## src/rtl/mem_arb_pkg.sv

```systemverilog
// Shared definitions for the N-channel main-memory arbiter.
// Holds the policy codes, the FSM encoding and a width helper.
package mem_arb_pkg;

  localparam int ARB_FIXED = 0;
  localparam int ARB_RR    = 1;

  typedef enum logic [0:0] {
    ST_IDLE  = 1'b0,
    ST_SERVE = 1'b1
  } state_e;

  // Index width for n items, never narrower than one bit.
  function automatic int clog2(input int n);
    int r;
    int v;
    r = 0;
    v = n - 1;
    while (v > 0) begin
      r = r + 1;
      v = v >> 1;
    end
    return (r < 1) ? 1 : r;
  endfunction

endpackage

```

## src/rtl/arb_pick.sv

```systemverilog
// Combinational N-wide request picker: lowest index wins, or the first
// request at/after a start pointer with wrap-around when rr_i is set.
module arb_pick #(
  parameter int N     = 2,
  parameter int IDX_W = 1
) (
  input  logic [N-1:0]     req_i,
  input  logic [IDX_W-1:0] start_i,
  input  logic             rr_i,
  output logic             valid_o,
  output logic [N-1:0]     grant_o,
  output logic [IDX_W-1:0] idx_o
);

  localparam logic [IDX_W:0] NV = (IDX_W + 1)'(N);

  logic [IDX_W-1:0] ptr;
  logic [2*N-1:0]   dbl;
  logic [N-1:0]     rot;
  logic [IDX_W-1:0] off;
  logic [IDX_W:0]   sum;

  assign ptr = rr_i ? start_i : '0;
  assign dbl = {req_i, req_i};
  // Rotating the doubled vector puts the request at ptr in bit 0.
  assign rot = N'(dbl >> ptr);

  always_comb begin
    off     = '0;
    valid_o = 1'b0;
    for (int i = N - 1; i >= 0; i--) begin
      if (rot[i]) begin
        off     = IDX_W'(i);
        valid_o = 1'b1;
      end
    end
  end

  assign sum   = {1'b0, ptr} + {1'b0, off};
  assign idx_o = (sum >= NV) ? IDX_W'(sum - NV) : IDX_W'(sum);

  for (genvar gi = 0; gi < N; gi++) begin : g_grant
    assign grant_o[gi] = valid_o && (idx_o == IDX_W'(gi));
  end

endmodule

```

## src/rtl/mem_arbiter_nch.sv

```systemverilog
// N-channel line-granular arbiter in front of a single main-memory port,
// with zero-latency launch, optional round-robin and a transaction watchdog.
module mem_arbiter_nch
  import mem_arb_pkg::*;
#(
  parameter int NUM_CH   = 2,
  parameter int ADDR_W   = 32,
  parameter int DATA_W   = 128,
  parameter int ARB_MODE = 0,
  parameter int TIMEOUT  = 0
) (
  input  logic                       clk,
  input  logic                       rst_n,
  input  logic [NUM_CH-1:0]          ch_req_i,
  input  logic [NUM_CH-1:0]          ch_we_i,
  input  logic [NUM_CH*ADDR_W-1:0]   ch_addr_i,
  input  logic [NUM_CH*DATA_W-1:0]   ch_wdata_i,
  output logic [NUM_CH*DATA_W-1:0]   ch_rdata_o,
  output logic [NUM_CH-1:0]          ch_ready_o,
  output logic [NUM_CH-1:0]          ch_err_o,
  output logic                       mem_req_o,
  output logic                       mem_we_o,
  output logic [ADDR_W-1:0]          mem_addr_o,
  output logic [DATA_W-1:0]          mem_wdata_o,
  input  logic [DATA_W-1:0]          mem_rdata_i,
  input  logic                       mem_ready_i,
  output logic                       busy_o,
  output logic [clog2(NUM_CH)-1:0]   grant_id_o
);

  localparam int IDX_W = clog2(NUM_CH);
  localparam int WD_W  = clog2((TIMEOUT > 1) ? TIMEOUT : 2);
  localparam bit RR_EN = (ARB_MODE == ARB_RR);
  localparam bit WD_EN = (TIMEOUT > 0);

  state_e           state_q, state_d;
  logic [IDX_W-1:0] owner_q, owner_d;
  logic [IDX_W-1:0] rr_ptr_q, rr_ptr_d;
  logic [WD_W-1:0]  wdog_q, wdog_d;

  logic             pick_valid;
  logic [NUM_CH-1:0] pick_grant;
  logic [IDX_W-1:0] pick_idx;
  logic             done;
  logic             abort;

  logic [ADDR_W-1:0] addr_arr  [NUM_CH];
  logic [DATA_W-1:0] wdata_arr [NUM_CH];

  arb_pick #(
    .N     (NUM_CH),
    .IDX_W (IDX_W)
  ) u_pick (
    .req_i   (ch_req_i),
    .start_i (rr_ptr_q),
    .rr_i    (RR_EN),
    .valid_o (pick_valid),
    .grant_o (pick_grant),
    .idx_o   (pick_idx)
  );

  always_ff @(posedge clk or negedge rst_n) begin
    if (!rst_n) begin
      state_q  <= ST_IDLE;
      owner_q  <= '0;
      rr_ptr_q <= '0;
      wdog_q   <= '0;
    end else begin
      state_q  <= state_d;
      owner_q  <= owner_d;
      rr_ptr_q <= rr_ptr_d;
      wdog_q   <= wdog_d;
    end
  end

  always_comb begin
    state_d     = state_q;
    owner_d     = owner_q;
    rr_ptr_d    = rr_ptr_q;
    wdog_d      = wdog_q;
    mem_req_o   = 1'b0;
    mem_we_o    = 1'b0;
    mem_addr_o  = '0;
    mem_wdata_o = '0;
    done        = 1'b0;
    abort       = 1'b0;
    case (state_q)
      ST_IDLE: begin
        // Launch is combinational, so it must be suppressed while reset is held.
        if (rst_n && pick_valid) begin
          mem_req_o   = 1'b1;
          mem_we_o    = |(pick_grant & ch_we_i);
          mem_addr_o  = addr_arr[pick_idx];
          mem_wdata_o = wdata_arr[pick_idx];
          owner_d     = pick_idx;
          wdog_d      = '0;
          state_d     = ST_SERVE;
        end
      end
      ST_SERVE: begin
        if (mem_ready_i) begin
          done = 1'b1;
        end else if (WD_EN && (wdog_q == WD_W'(TIMEOUT - 1))) begin
          abort = 1'b1;
        end else begin
          wdog_d = wdog_q + WD_W'(1);
        end
        if (done || abort) begin
          state_d = ST_IDLE;
          owner_d = '0;
          if (RR_EN) begin
            rr_ptr_d = (owner_q == IDX_W'(NUM_CH - 1)) ? '0 : owner_q + IDX_W'(1);
          end
        end
      end
      default: state_d = ST_IDLE;
    endcase
  end

  for (genvar gi = 0; gi < NUM_CH; gi++) begin : g_ch
    assign addr_arr[gi]  = ch_addr_i[gi*ADDR_W +: ADDR_W];
    assign wdata_arr[gi] = ch_wdata_i[gi*DATA_W +: DATA_W];
    assign ch_ready_o[gi] = done && (owner_q == IDX_W'(gi));
    assign ch_err_o[gi]   = abort && (owner_q == IDX_W'(gi));
    assign ch_rdata_o[gi*DATA_W +: DATA_W] = ch_ready_o[gi] ? mem_rdata_i : '0;
  end

  assign busy_o     = (state_q == ST_SERVE);
  assign grant_id_o = owner_q;

endmodule

```

## config.mk

```make
export PLATFORM = sky130hd
export DESIGN_NAME = mem_arbiter_nch
export DESIGN_NICKNAME = d
export VERILOG_FILES = /design/src/rtl/mem_arb_pkg.sv /design/src/rtl/arb_pick.sv /design/src/rtl/mem_arbiter_nch.sv
export SDC_FILE = /design/constraint.sdc
export NUM_CORES = 1
export LEC_CHECK = 0
export BUFFER_PORTS_ARGS = -buffer_cell sky130_fd_sc_hd__clkbuf_2
export CORE_AREA = 2 2 345 347
export CTS_CLUSTER_DIAMETER = 120
export DETAILED_ROUTE_END_ITERATION = 12
export DIE_AREA = 0 0 347 349
export PLACE_DENSITY_LB_ADDON = 0.25
export SLEW_MARGIN = 30
export SYNTH_ARGS = -nofsm -noshare
export SYNTH_HDL_FRONTEND = slang
export SYNTH_SLANG_ARGS = --single-unit
export TNS_END_PERCENT = 5
```

## constraint.sdc

```tcl
create_clock -name clk -period 1.4 [get_ports clk]
set_clock_uncertainty 0.2 [all_clocks]
set_input_delay 0.07 -clock clk [delete_from_list [all_inputs] [get_ports clk]]
set_output_delay 0.07 -clock clk [all_outputs]
set_load 0.03 [all_outputs]
```

==> reports/metrics.json, run 1 <==
{
  "num_io_pins": {"value": 879},
  "timing.critical_path.required": {"value": 1.13, "unit": "ns"},
  "min_path_type": {"value": "in -> reg"},
  "final.setup.worst_slack": {"value": -0.547, "unit": "ns"},
  "timing.critical_path.fanout_max": {"value": 43},
  "hpwl_after_detailed_placement": {"value": 69900, "unit": "µm"},
  "power.static_leakage": {"value": 0.00774, "unit": "µW"},
  "multi_input_comb_area": {"value": 0.00548, "unit": "mm²"},
  "number_of_global_route_vias_before_repair": {"value": 9748},
  "setup_violations": {"value": 421},
  "rows": {"value": 126},
  "slew_viol_final": {"value": 0},
  "die_width": {"value": 347, "unit": "µm"},
  "p_per_area": {"value": 432, "unit": "mW/mm²"},
  "design.die.area": {"value": 0.121, "unit": "mm²"},
  "tritoncts_clock_tree": {"value": "yes"},
  "status": {"value": "finished with violations"},
  "yosysSeqAreaShare": {"value": 1.02, "unit": "%"},
  "setup_repair_after_global_routing_missed_its_margin": {"value": "true"},
  "most_common_library_cell_in_the_layout_ignoring_fill_and_taps": {"value": "sky130_fd_sc_hd__clkbuf_2"},
  "detailroute.via_count": {"value": 9995},
  "period_needed": {"value": 1.95, "unit": "ns"},
  "grt_start_max_net_pins": {"value": 52},
  "dp.cells": {"value": 3289},
  "timing.critical_path.arrival": {"value": 1.68, "unit": "ns"},
  "critical_path_class": {"value": "reg -> out"},
  "final_nets": {"value": 2236},
  "critical_path_sink_type": {"value": "primary output"},
  "grt_pass1_wl": {"value": 97600, "unit": "µm"},
  "final-hold-violation-count": {"value": 0},
  "post_synth_inst_count": {"value": 856},
  "power.total": {"value": 7690, "unit": "µW"},
  "count_of_port_buffers_added_during_placement": {"value": 876},
  "cts_h_tree_depth": {"value": 1},
  "grtUsageTotal": {"value": 12.0, "unit": "%"},
  "failed_checks": {"value": "setup timing"},
  "stdcell_count": {"value": 3318},
  "die-height": {"value": 349, "unit": "µm"},
  "core_area": {"value": 0.117, "unit": "mm²"},
  "finalCritPeriodShare": {"value": 139, "unit": "%"},
  "final-seq-area": {"value": 51.3, "unit": "µm²"},
  "finalWeightedCongestion": {"value": 0.894},
  "wirelength_per_cell": {"value": 23.9, "unit": "µm"},
  "synth.avg_cell_area": {"value": 5.74, "unit": "µm²"},
  "route.met2.wl": {"value": 39500, "unit": "µm"},
  "mappedNetlistArea": {"value": 0.00491, "unit": "mm²"},
  "final_cell_mix": {"value": "453 x sky130_fd_sc_hd__clkbuf_2, 162 x sky130_fd_sc_hd__nand2_1, 161 x sky130_fd_sc_hd__nand3b_1"},
  "fillcell_total": {"value": 13400},
  "route.final.wire_length": {"value": 79500, "unit": "µm"},
  "clockRootBuffer": {"value": "sky130_fd_sc_hd__clkbuf_16"},
  "max-vdd-ir-drop": {"value": 316, "unit": "µV"},
  "drc_errors": {"value": 0},
  "maxCapViolations": {"value": 0},
  "drt_iter0_drc": {"value": 547},
  "regToRegStartpoint": {"value": "busy_o"},
  "drt.antenna.violating_nets": {"value": 0},
  "hold_path_startpoint": {"value": "mem_ready_i"},
  "area_growth_syn_to_layout": {"value": 262, "unit": "%"},
  "yosys_warnings": {"value": 0},
  "global_route.overflow_total": {"value": 0},
  "antenna_found_initial": {"value": 24},
  "ys_types": {"value": 22},
  "synthDominantCellAreaShare": {"value": 32.6, "unit": "%"},
  "drt_pass1_iterations": {"value": 4},
  "wl_met1": {"value": 34200, "unit": "µm"},
  "timing.fmax": {"value": 514, "unit": "MHz"},
  "crit_start": {"value": "busy_o"},
  "numCtsBuffers": {"value": 3},
  "critPathLaunchType": {"value": "flip-flop"},
  "preCtsSetupSlack": {"value": -0.718, "unit": "ns"},
  "start_util": {"value": 4.18, "unit": "%"},
  "worstSkewPairLatency": {"value": 0.22, "unit": "ns"},
  "drive_gt1_share": {"value": 72.3, "unit": "%"},
  "cts.sinks": {"value": 2},
  "synth.largest_area_cell": {"value": "sky130_fd_sc_hd__and2_1"},
  "met3_wirelength": {"value": 5030, "unit": "µm"},
  "highest_layer": {"value": "met5"},
  "synth_seq_cells": {"value": 2},
  "synthTopCellsByArea": {"value": "sky130_fd_sc_hd__and2_1 33%, sky130_fd_sc_hd__nand3b_1 25%, sky130_fd_sc_hd__a21oi_1 16%, sky130_fd_sc_hd__nand2_1 12%, sky130_fd_sc_hd__buf_2 4.5%"},
  "clockBufferDepth": {"value": 2},
  "avgViaCountPerCell": {"value": 3.01},
  "cts.reportedPaths.clkPinSlew": {"value": 0.03, "unit": "ns"}
}
[power by group]
| part | total [µW] | internal, µW | switching [µW] |
|---|---|---|---|
| Sequential | 78.1 | 68.4 | 9.71 |
| Clock | 446 | 375 | 70.6 |
| Combinational | 7160 | 3310 | 3850 |
| Total | 7690 | 3750 | 3930 |
[per-stage QoR]
step | cell area [µm²] | setup TNS, ns | hold slack (ns) | util (%)
after floorplan | 5000 | -104.91 | -0.426 | -
after global placement | 13700 | -108.81 | -0.148 | 11.7
after detailed placement | 13700 | -115.64 | -0.164 | 11.7
after CTS | 16500 | -197.01 | 0.0957 | 14.1
after global routing | 17800 | -207.44 | 0.0848 | 15.2
final | 17800 | -179.27 | 0.0728 | 15.2
[critical path, cell delays in order (launching register included)]
cell and delay (ns):
sky130_fd_sc_hd__dfrtp_2 0.42, sky130_fd_sc_hd__nand2b_4 0.22, sky130_fd_sc_hd__buf_16 0.23, sky130_fd_sc_hd__a21oi_2 0.24, sky130_fd_sc_hd__buf_4 0.15, sky130_fd_sc_hd__buf_12 0.12
[cells in the mapped netlist (all sizes together)]
cell,n
o22ai,1
conb,1
nand2,162
and2,256
nand3b,161
buf,62
nor2,2
a211o,1
a21oi,161
dfrtp,2
inv,1
nor2b,1
nand2b,1
nor4bb,1
and3,1
and3b,2
clkbuf,40
[cell families (layout without fill, tap and decap cells)]
group	count (synthesis)	count (layout)	synth area share (%)
AND/OR/NAND/NOR	587	587	70.7
AO/OA/AOI/OAI	163	163	16.7
buffers and inverters	103	1026	11.5
flip-flops	2	2	1.02
other	1	4	0.0763
[final cells by class]
cell class / instances / share of cell area, %
well taps: 1536 / 10.8
inverters: 1 / 0.0211
diodes: 2 / 0.0281
multi-input cells: 752 / 30.8
clock buffers: 4 / 0.443
flip-flops and latches: 2 / 0.288
repair buffers: 1021 / 57.6
[per-layer routing]
layer  global-route usage, %  vias to the layer above
li1                        -                     4665
met1                    15.3                     4729
met2                    21.4                      543
met3                    2.86                       50
met4                   0.754                        8
met5                       0                        -
[state kept, by name, summed over array words and instances (netlist names)]
name and flops:
busy_o 1, grant_id_o 1
[path summary, 6_finish.rpt]
path,slack (ns),cells past startpoint,to
setup / recovery,-0.55,5,mem_wdata_o[45]
hold / removal,0.07,3,busy_o
setup reg to reg,-0.03,4,busy_o
hold reg to reg,0.56,3,busy_o
max in group asynchronous,0.66,3,busy_o
min in group asynchronous,0.19,3,busy_o
[repair_timing]
item                                    CTS  global route
endpoints found under the setup margin  421           422
cloned                                    6             7
endpoints found under the hold margin     2             0
buffers inserted                          6             5
pin swaps                                 9            48
resized for setup                       611           534
hold buffers                              1             0
No activity file was read; power rests on OpenSTA's default activity.
==> inputs of run 2 (changes only) <==
Settings changed: CORE_AREA 2 2 345 347 to 2 2 337 339, DIE_AREA 0 0 347 349 to 0 0 339 341, SYNTH_HIERARCHICAL from default to 1.
==> run 2 against run 1 <==
- the flow still finishes with violations (setup timing)
- die area decreased by 4.5%
- power decreased by 1.8%
- critical path depth increased by 1
- non-clock buffer count decreased by 31
- worst hold slack got worse by 0.064 ns
- synthesized cell count decreased by 23%
- core utilization decreased by 1.5 points
- sequential share of layout area about the same
- via count decreased by 14%
- first-iteration DRC count decreased by 63%
- register-to-register slack about the same
- critical path type unchanged
==> reports/metrics.json, run 2 <==
{
  "rows": {"value": 123},
  "wirelength_per_cell": {"value": 25.8, "unit": "µm"},
  "drt.antenna.violating_nets": {"value": 0},
  "post_synth_edffs": {"value": 0},
  "finalWeightedCongestion": {"value": 0.866},
  "clockBufferDepth": {"value": 2},
  "design.die.area": {"value": 0.116, "unit": "mm²"},
  "slew_viol_final": {"value": 0},
  "final_cell_mix": {"value": "523 x sky130_fd_sc_hd__clkbuf_2, 191 x sky130_fd_sc_hd__and2_1, 143 x sky130_fd_sc_hd__mux2i_1"},
  "synth_ff_type": {"value": "sky130_fd_sc_hd__dfrtp_1"},
  "finalCritPeriodShare": {"value": 145, "unit": "%"},
  "route.final.wire_length": {"value": 79900, "unit": "µm"},
  "most_common_library_cell_in_the_layout_ignoring_fill_and_taps": {"value": "sky130_fd_sc_hd__clkbuf_2"},
  "post_synth_inst_count": {"value": 661},
  "rrSetupSlack": {"value": -0.04, "unit": "ns"},
  "setup_total_negative_slack": {"value": -202.15, "unit": "ns"},
  "p_per_area": {"value": 493, "unit": "mW/mm²"},
  "ys_types": {"value": 22},
  "mappedNetlistArea": {"value": 0.00437, "unit": "mm²"},
  "timing.critical_path.fanout_max": {"value": 9},
  "drive_gt1_share": {"value": 75.3, "unit": "%"},
  "cts.reportedPaths.clkPinSlew": {"value": 0.03, "unit": "ns"},
  "synthTopCellsByArea": {"value": "sky130_fd_sc_hd__and2_1 37%, sky130_fd_sc_hd__mux2i_1 37%, sky130_fd_sc_hd__nor2_1 14%, sky130_fd_sc_hd__buf_2 3.3%, sky130_fd_sc_hd__buf_6 2.6%"},
  "avgViaCountPerCell": {"value": 2.76},
  "worstSkewPairLatency": {"value": 0.22, "unit": "ns"},
  "grt_start_max_net_pins": {"value": 30},
  "min_path_type": {"value": "in -> async"},
  "critical_path_sink_type": {"value": "primary output"},
  "failed_checks": {"value": "setup timing"},
  "synth.avg_cell_area": {"value": 6.61, "unit": "µm²"},
  "die-height": {"value": 341, "unit": "µm"},
  "grtUsageTotal": {"value": 12.9, "unit": "%"},
  "die_width": {"value": 339, "unit": "µm"},
  "max-vdd-ir-drop": {"value": 357, "unit": "µV"},
  "power.static_leakage": {"value": 0.00733, "unit": "µW"},
  "timing.critical_path.required": {"value": 1.13, "unit": "ns"},
  "setup_repair_after_global_routing_missed_its_margin": {"value": "true"},
  "hpwl_after_detailed_placement": {"value": 73800, "unit": "µm"},
  "reg2reg_depth": {"value": 3},
  "period_needed": {"value": 2.03, "unit": "ns"},
  "cts.sinks": {"value": 2},
  "final-hold-violation-count": {"value": 0},
  "drc_errors": {"value": 0},
  "synth.largest_area_cell": {"value": "sky130_fd_sc_hd__and2_1"},
  "drt_iter0_drc": {"value": 204},
  "detailroute.via_count": {"value": 8548},
  "critical_path_class": {"value": "reg -> out"},
  "maxCapViolations": {"value": 0},
  "synthDominantCellAreaShare": {"value": 36.6, "unit": "%"},
  "num_io_pins": {"value": 879},
  "core_area": {"value": 0.112, "unit": "mm²"},
  "critPathLaunchType": {"value": "flip-flop"},
  "clockRootBuffer": {"value": "sky130_fd_sc_hd__clkbuf_16"},
  "start_util": {"value": 3.91, "unit": "%"},
  "yosys_warnings": {"value": 6},
  "global_route.overflow_total": {"value": 0},
  "fin_util": {"value": 13.7, "unit": "%"},
  "timing.critical_path.arrival": {"value": 1.76, "unit": "ns"},
  "cts_h_tree_depth": {"value": 1},
  "final_nets": {"value": 2048},
  "regToRegStartpoint": {"value": "busy_o"},
  "timing.fmax": {"value": 493, "unit": "MHz"},
  "asyncSetResetFlopFracSynth": {"value": 100, "unit": "%"},
  "worst_margin_pin_slew": {"value": 0.480, "unit": "ns"},
  "drt_pass1_iterations": {"value": 4},
  "count_of_port_buffers_added_during_placement": {"value": 876},
  "synth_seq_cells": {"value": 2},
  "number_of_global_route_vias_before_repair": {"value": 8626},
  "grt_pass1_wl": {"value": 97200, "unit": "µm"},
  "crit-reg2reg-capture": {"value": "grant_id_o"},
  "numCtsBuffers": {"value": 3},
  "setup_violations": {"value": 421},
  "synth.most_common_cell": {"value": "sky130_fd_sc_hd__and2_1"},
  "yosys-top-cells-count": {"value": "256 x sky130_fd_sc_hd__and2_1, 161 x sky130_fd_sc_hd__nor2_1, 160 x sky130_fd_sc_hd__mux2i_1"},
  "area_growth_syn_to_layout": {"value": 250, "unit": "%"},
  "max-slew-margin-rel": {"value": 67.3, "unit": "%"},
  "tritoncts_clock_tree": {"value": "yes"},
  "antenna_found_initial": {"value": 64},
  "status": {"value": "finished with violations"},
  "final.setup.worst_slack": {"value": -0.630, "unit": "ns"},
  "yosysSeqAreaShare": {"value": 1.15, "unit": "%"}
}
==> run 2: cell count changes after synthesis, moves of 15 or more <==
cell / previous run / this run
sky130_fd_sc_hd__a21oi_1: 161 / 1
sky130_fd_sc_hd__mux2i_1: 0 / 160
sky130_fd_sc_hd__buf_2: 44 / 29
sky130_fd_sc_hd__nand2_1: 162 / 0
sky130_fd_sc_hd__clkbuf_1: 18 / 0
sky130_fd_sc_hd__nand3b_1: 161 / 1
sky130_fd_sc_hd__nor2_1: 2 / 161
==> run 2: timing repair <==
item / in CTS / in global routing
pin swaps: 18 / 43
hold buffers: 2 / 0
resized for setup: 541 / 385
setup buffers: 4 / 3
hold endpoints to repair: 3 / 0
gates cloned: 1 / 4
endpoints found under the setup margin: 422 / 422
==> run 2: critical path, cell delays in order, from the launching register on <==
cell	delay, ns
sky130_fd_sc_hd__dfrtp_1	0.38
sky130_fd_sc_hd__and3b_4	0.35
sky130_fd_sc_hd__buf_12	0.15
sky130_fd_sc_hd__clkbuf_16	0.20
sky130_fd_sc_hd__buf_12	0.13
sky130_fd_sc_hd__and2_1	0.16
sky130_fd_sc_hd__buf_8	0.13
==> run 2: kinds of logic after synthesis <==
group | after synthesis | synth area share [%]
other | 1 | 0.0858
buffers and inverters | 69 | 9.53
adder cells (fa/ha/maj) | 1 | 0.258
AO/OA/AOI/OAI | 5 | 0.744
multiplexers | 161 | 36.9
AND/OR/NAND/NOR | 422 | 51.3
flip-flops | 2 | 1.15
==> run 2: worst max path at each step <==
stage	slack [ns]	from	endpoint	depth (start not counted)
after floorplan	-0.28	busy_o	mem_addr_o[15]	4
after global placement	-0.69	ch_req_i[0]	mem_wdata_o[89]	8
after detailed placement	-0.72	ch_req_i[0]	mem_wdata_o[89]	8
after CTS	-0.63	busy_o	mem_wdata_o[77]	6
after global routing	-0.70	grant_id_o	ch_rdata_o[45]	6
final	-0.63	grant_id_o	ch_rdata_o[45]	6
==> run 2: where the power goes <==
group / internal, µW / switching (µW)
registers: 68.9 / 8.56
logic: 3160 / 3860
clock network: 375 / 72.0
==> run 2: cell type report <==
cell class / instances / area (µm²)
diodes: 7 / 17.5
fillers: 12900 / 96600
repair buffers: 990 / 8650
inverters: 3 / 11.3
multi-input cells: 593 / 4620
well taps: 1500 / 1880
flip-flops and latches: 2 / 51.3
clock buffers: 4 / 78.8
==> run 2: per-layer routing <==
| metal | wire (µm) | GRT usage, % | share of wire, % |
|---|---|---|---|
| met2 | 37300 | 21.7 | 47 |
| met4 | 1380 | 0.815 | 1.7 |
| met1 | 36800 | 17.6 | 46 |
| met5 | 203 | 0 | 0.25 |
| met3 | 4210 | 2.35 | 5.3 |
==> run 2: stage by stage <==
step                      total power (µW)  setup slack [ns]  hold slack [ns]  instance area, µm²  cells
final                                 7550            -0.630          0.00925               15300   3099
after global routing                  7920            -0.703           0.0215               15300   3094
after CTS                             7200            -0.629          0.00512               14500   3086
after detailed placement              5940            -0.721           -0.326               12300   3075
after global placement                5940            -0.694           -0.327               12300   3075
after floorplan                       2770            -0.279           -0.426                4420    664
==> inputs of run 3 (changes only) <==
--- a/config.mk
+++ b/config.mk
@@ -11,4 +11,5 @@
 export DETAILED_ROUTE_END_ITERATION = 12
 export DIE_AREA = 0 0 339 341
+export MAX_ROUTING_LAYER = met4
 export PLACE_DENSITY_LB_ADDON = 0.25
 export SLEW_MARGIN = 30
==> constraint.sdc (replaced) <==
create_clock -name clk -period 2.3 [get_ports clk]
set_clock_uncertainty 0.2 [all_clocks]
set_input_delay 0.46 -clock clk [delete_from_list [all_inputs] [get_ports clk]]
set_output_delay 0.46 -clock clk [all_outputs]
set_load 0.03 [all_outputs]
==> run 3 against run 2 <==
- the flow still finishes with violations (setup timing)
- design area decreased by 4.1%
- clock power decreased by 42%
- register-to-register slack improved by 0.66 ns
- critical path depth increased by 3
- via count increased by 0.47%
- first-iteration DRC count increased by 6.9%
- global-route usage decreased by 0.97 points
- non-clock buffer count increased by 15
- cell count increased by 0.65%
- largest cell class unchanged
==> reports/metrics.json, run 3 (synthesis gave the netlist of run 2 again) <==
{
  "maxCapViolations": {"value": 0},
  "timing.critical_path.fanout_max": {"value": 8},
  "timing.fmax": {"value": 371, "unit": "MHz"},
  "setup_violations": {"value": 240},
  "design.die.area": {"value": 0.116, "unit": "mm²"},
  "final.setup.worst_slack": {"value": -0.393, "unit": "ns"},
  "global_route.overflow_total": {"value": 0},
  "clockRootBuffer": {"value": "sky130_fd_sc_hd__clkbuf_16"},
  "number_of_global_route_vias_before_repair": {"value": 8569},
  "cts.sinks": {"value": 2},
  "worstSkewPairLatency": {"value": 0.22, "unit": "ns"},
  "hpwl_after_detailed_placement": {"value": 66400, "unit": "µm"},
  "detailroute.via_count": {"value": 8588},
  "internal_power": {"value": 2030, "unit": "µW"},
  "grt_start_max_net_pins": {"value": 88},
  "critical_path.max_stage_delay": {"value": 0.44, "unit": "ns"},
  "slew_viol_final": {"value": 0},
  "grtUsageTotal": {"value": 11.9, "unit": "%"},
  "sequential_share_of_power": {"value": 1.1, "unit": "%"},
  "finalCritPeriodShare": {"value": 117, "unit": "%"},
  "cts_h_tree_depth": {"value": 1},
  "most_common_library_cell_in_the_layout_ignoring_fill_and_taps": {"value": "sky130_fd_sc_hd__clkbuf_2"},
  "critPathSlowestCell": {"value": "sky130_fd_sc_hd__maj3_4"},
  "die_width": {"value": 339, "unit": "µm"},
  "cts.reportedPaths.clkPinSlew": {"value": 0.03, "unit": "ns"},
  "final-hold-violation-count": {"value": 0},
  "critical_path_class": {"value": "in -> out"},
  "crit_path_cell_trace": {"value": "buf_8 > inv_8 > maj3_4 > buf_16 > buf_16 > buf_12 > mux2i_4 > nor2_4 > buf_12"},
  "max-vdd-ir-drop": {"value": 137, "unit": "µV"},
  "grt_pass1_wl": {"value": 88700, "unit": "µm"},
  "wirelength_per_cell": {"value": 23.2, "unit": "µm"},
  "drc_errors": {"value": 0},
  "period_needed": {"value": 2.69, "unit": "ns"},
  "setup_repair_after_global_routing_missed_its_margin": {"value": "true"},
  "fillcell_total": {"value": 13000},
  "failed_checks": {"value": "setup timing"},
  "final_cell_mix": {"value": "548 x sky130_fd_sc_hd__clkbuf_2, 241 x sky130_fd_sc_hd__and2_1, 119 x sky130_fd_sc_hd__clkbuf_8"},
  "finalHoldWorstSlack": {"value": 0.301, "unit": "ns"},
  "clockPowerShare": {"value": 6.0, "unit": "%"},
  "antenna_found_initial": {"value": 39},
  "start_util": {"value": 3.91, "unit": "%"},
  "drt.antenna.violating_nets": {"value": 0},
  "status": {"value": "finished with violations"},
  "rows": {"value": 123},
  "numCtsBuffers": {"value": 3},
  "p_per_area": {"value": 297, "unit": "mW/mm²"},
  "timing.critical_path.arrival": {"value": 2.03, "unit": "ns"},
  "clockBufferDepth": {"value": 2},
  "sw_ratio": {"value": 53.5, "unit": "%"},
  "power.combinational.fraction": {"value": 92.9, "unit": "%"},
  "route.final.wire_length": {"value": 72400, "unit": "µm"},
  "critPathLaunchType": {"value": "input port"},
  "final-seq-area": {"value": 51.3, "unit": "µm²"},
  "timing.critical_path.required": {"value": 1.64, "unit": "ns"},
  "drt_iter0_drc": {"value": 218},
  "multi_input_comb_area": {"value": 0.00486, "unit": "mm²"},
  "critical_path_sink_type": {"value": "primary output"},
  "area_growth_syn_to_layout": {"value": 236, "unit": "%"},
  "count_of_port_buffers_added_during_placement": {"value": 876},
  "die-height": {"value": 341, "unit": "µm"},
  "power.net_switching": {"value": 2330, "unit": "µW"},
  "num_io_pins": {"value": 879},
  "final_nets": {"value": 2064},
  "core_area": {"value": 0.112, "unit": "mm²"},
  "drive_gt1_share": {"value": 72.6, "unit": "%"},
  "power.static_leakage": {"value": 0.00704, "unit": "µW"},
  "drt_pass1_iterations": {"value": 4},
  "min_path_type": {"value": "in -> reg"},
  "finalWeightedCongestion": {"value": 0.915},
  "fin_util": {"value": 13.1, "unit": "%"},
  "avgViaCountPerCell": {"value": 2.75},
  "tritoncts_clock_tree": {"value": "yes"}
}
==> run 3: stage by stage <==
stage                     power (µW)  setup TNS (ns)  setup slack [ns]  instance area [µm²]  cells
after floorplan                 1680          -12.12            -0.109                 4400    664
after global placement          3350          -62.73            -0.984                11400   3086
after detailed placement        3330          -63.34            -0.993                11400   3086
after CTS                       4190          -61.62            -0.489                14000   3099
after global routing            4580          -60.92            -0.430                14700   3112
final                           4360          -40.76            -0.393                14700   3119
==> run 3: final cells by class <==
| type | count | share of cell area (%) |
|---|---|---|
| antenna | 12 | 0.205 |
| clock buffer | 3 | 0.511 |
| inverter | 3 | 0.128 |
| multi-input combinational | 594 | 33.1 |
| sequential | 2 | 0.349 |
| tap | 1500 | 12.8 |
| timing repair buffer | 1005 | 52.9 |
==> run 3: per-layer routing <==
layer	track usage (%)	wire [µm]	vias to the layer above	part of all wire, %
li1	-	-	4021	-
met1	16.5	34500	4006	48
met2	19.5	34200	509	47
met3	1.15	3010	52	4.2
met4	0.583	718	0	0.99
met5	-	0	-	0
==> run 3: final timing paths <==
check,start,end,slack (ns),cells past startpoint
max,ch_req_i[0],mem_wdata_o[117],-0.39,9
min,mem_ready_i,busy_o,0.30,2
max reg2reg,busy_o,grant_id_o,0.62,4
min reg2reg,grant_id_o,grant_id_o,0.53,2
max in group asynchronous,rst_n,busy_o,1.28,3
min in group asynchronous,rst_n,grant_id_o,0.52,3
==> run 3: critical path, delay by kind of cell <==
kind	cells	cell delay [ns]
AND/OR/NAND/NOR	1	0.15
adder cells (fa/ha/maj)	1	0.44
buffers and inverters	6	0.76
multiplexers	1	0.20
==> run 3: what timing repair did <==
item,4_1_cts,5_1_grt
pin swaps,7,18
setup endpoints to repair,357,356
setup buffers,4,13
resized for setup,569,240
hold buffers,1,0
endpoints found under the hold margin,2,0
cloned,5,5
==> run 3: power by group through the flow <==
stage / Sequential, µW / Combinational [µW] / Clock, µW
floorplan: 58.6 / 1620 / 0
global placement: 49.6 / 3300 / 0
detailed placement: 49.4 / 3280 / 0
CTS: 49.4 / 3880 / 265
global route: 49.8 / 4260 / 271
finish: 48.8 / 4050 / 260
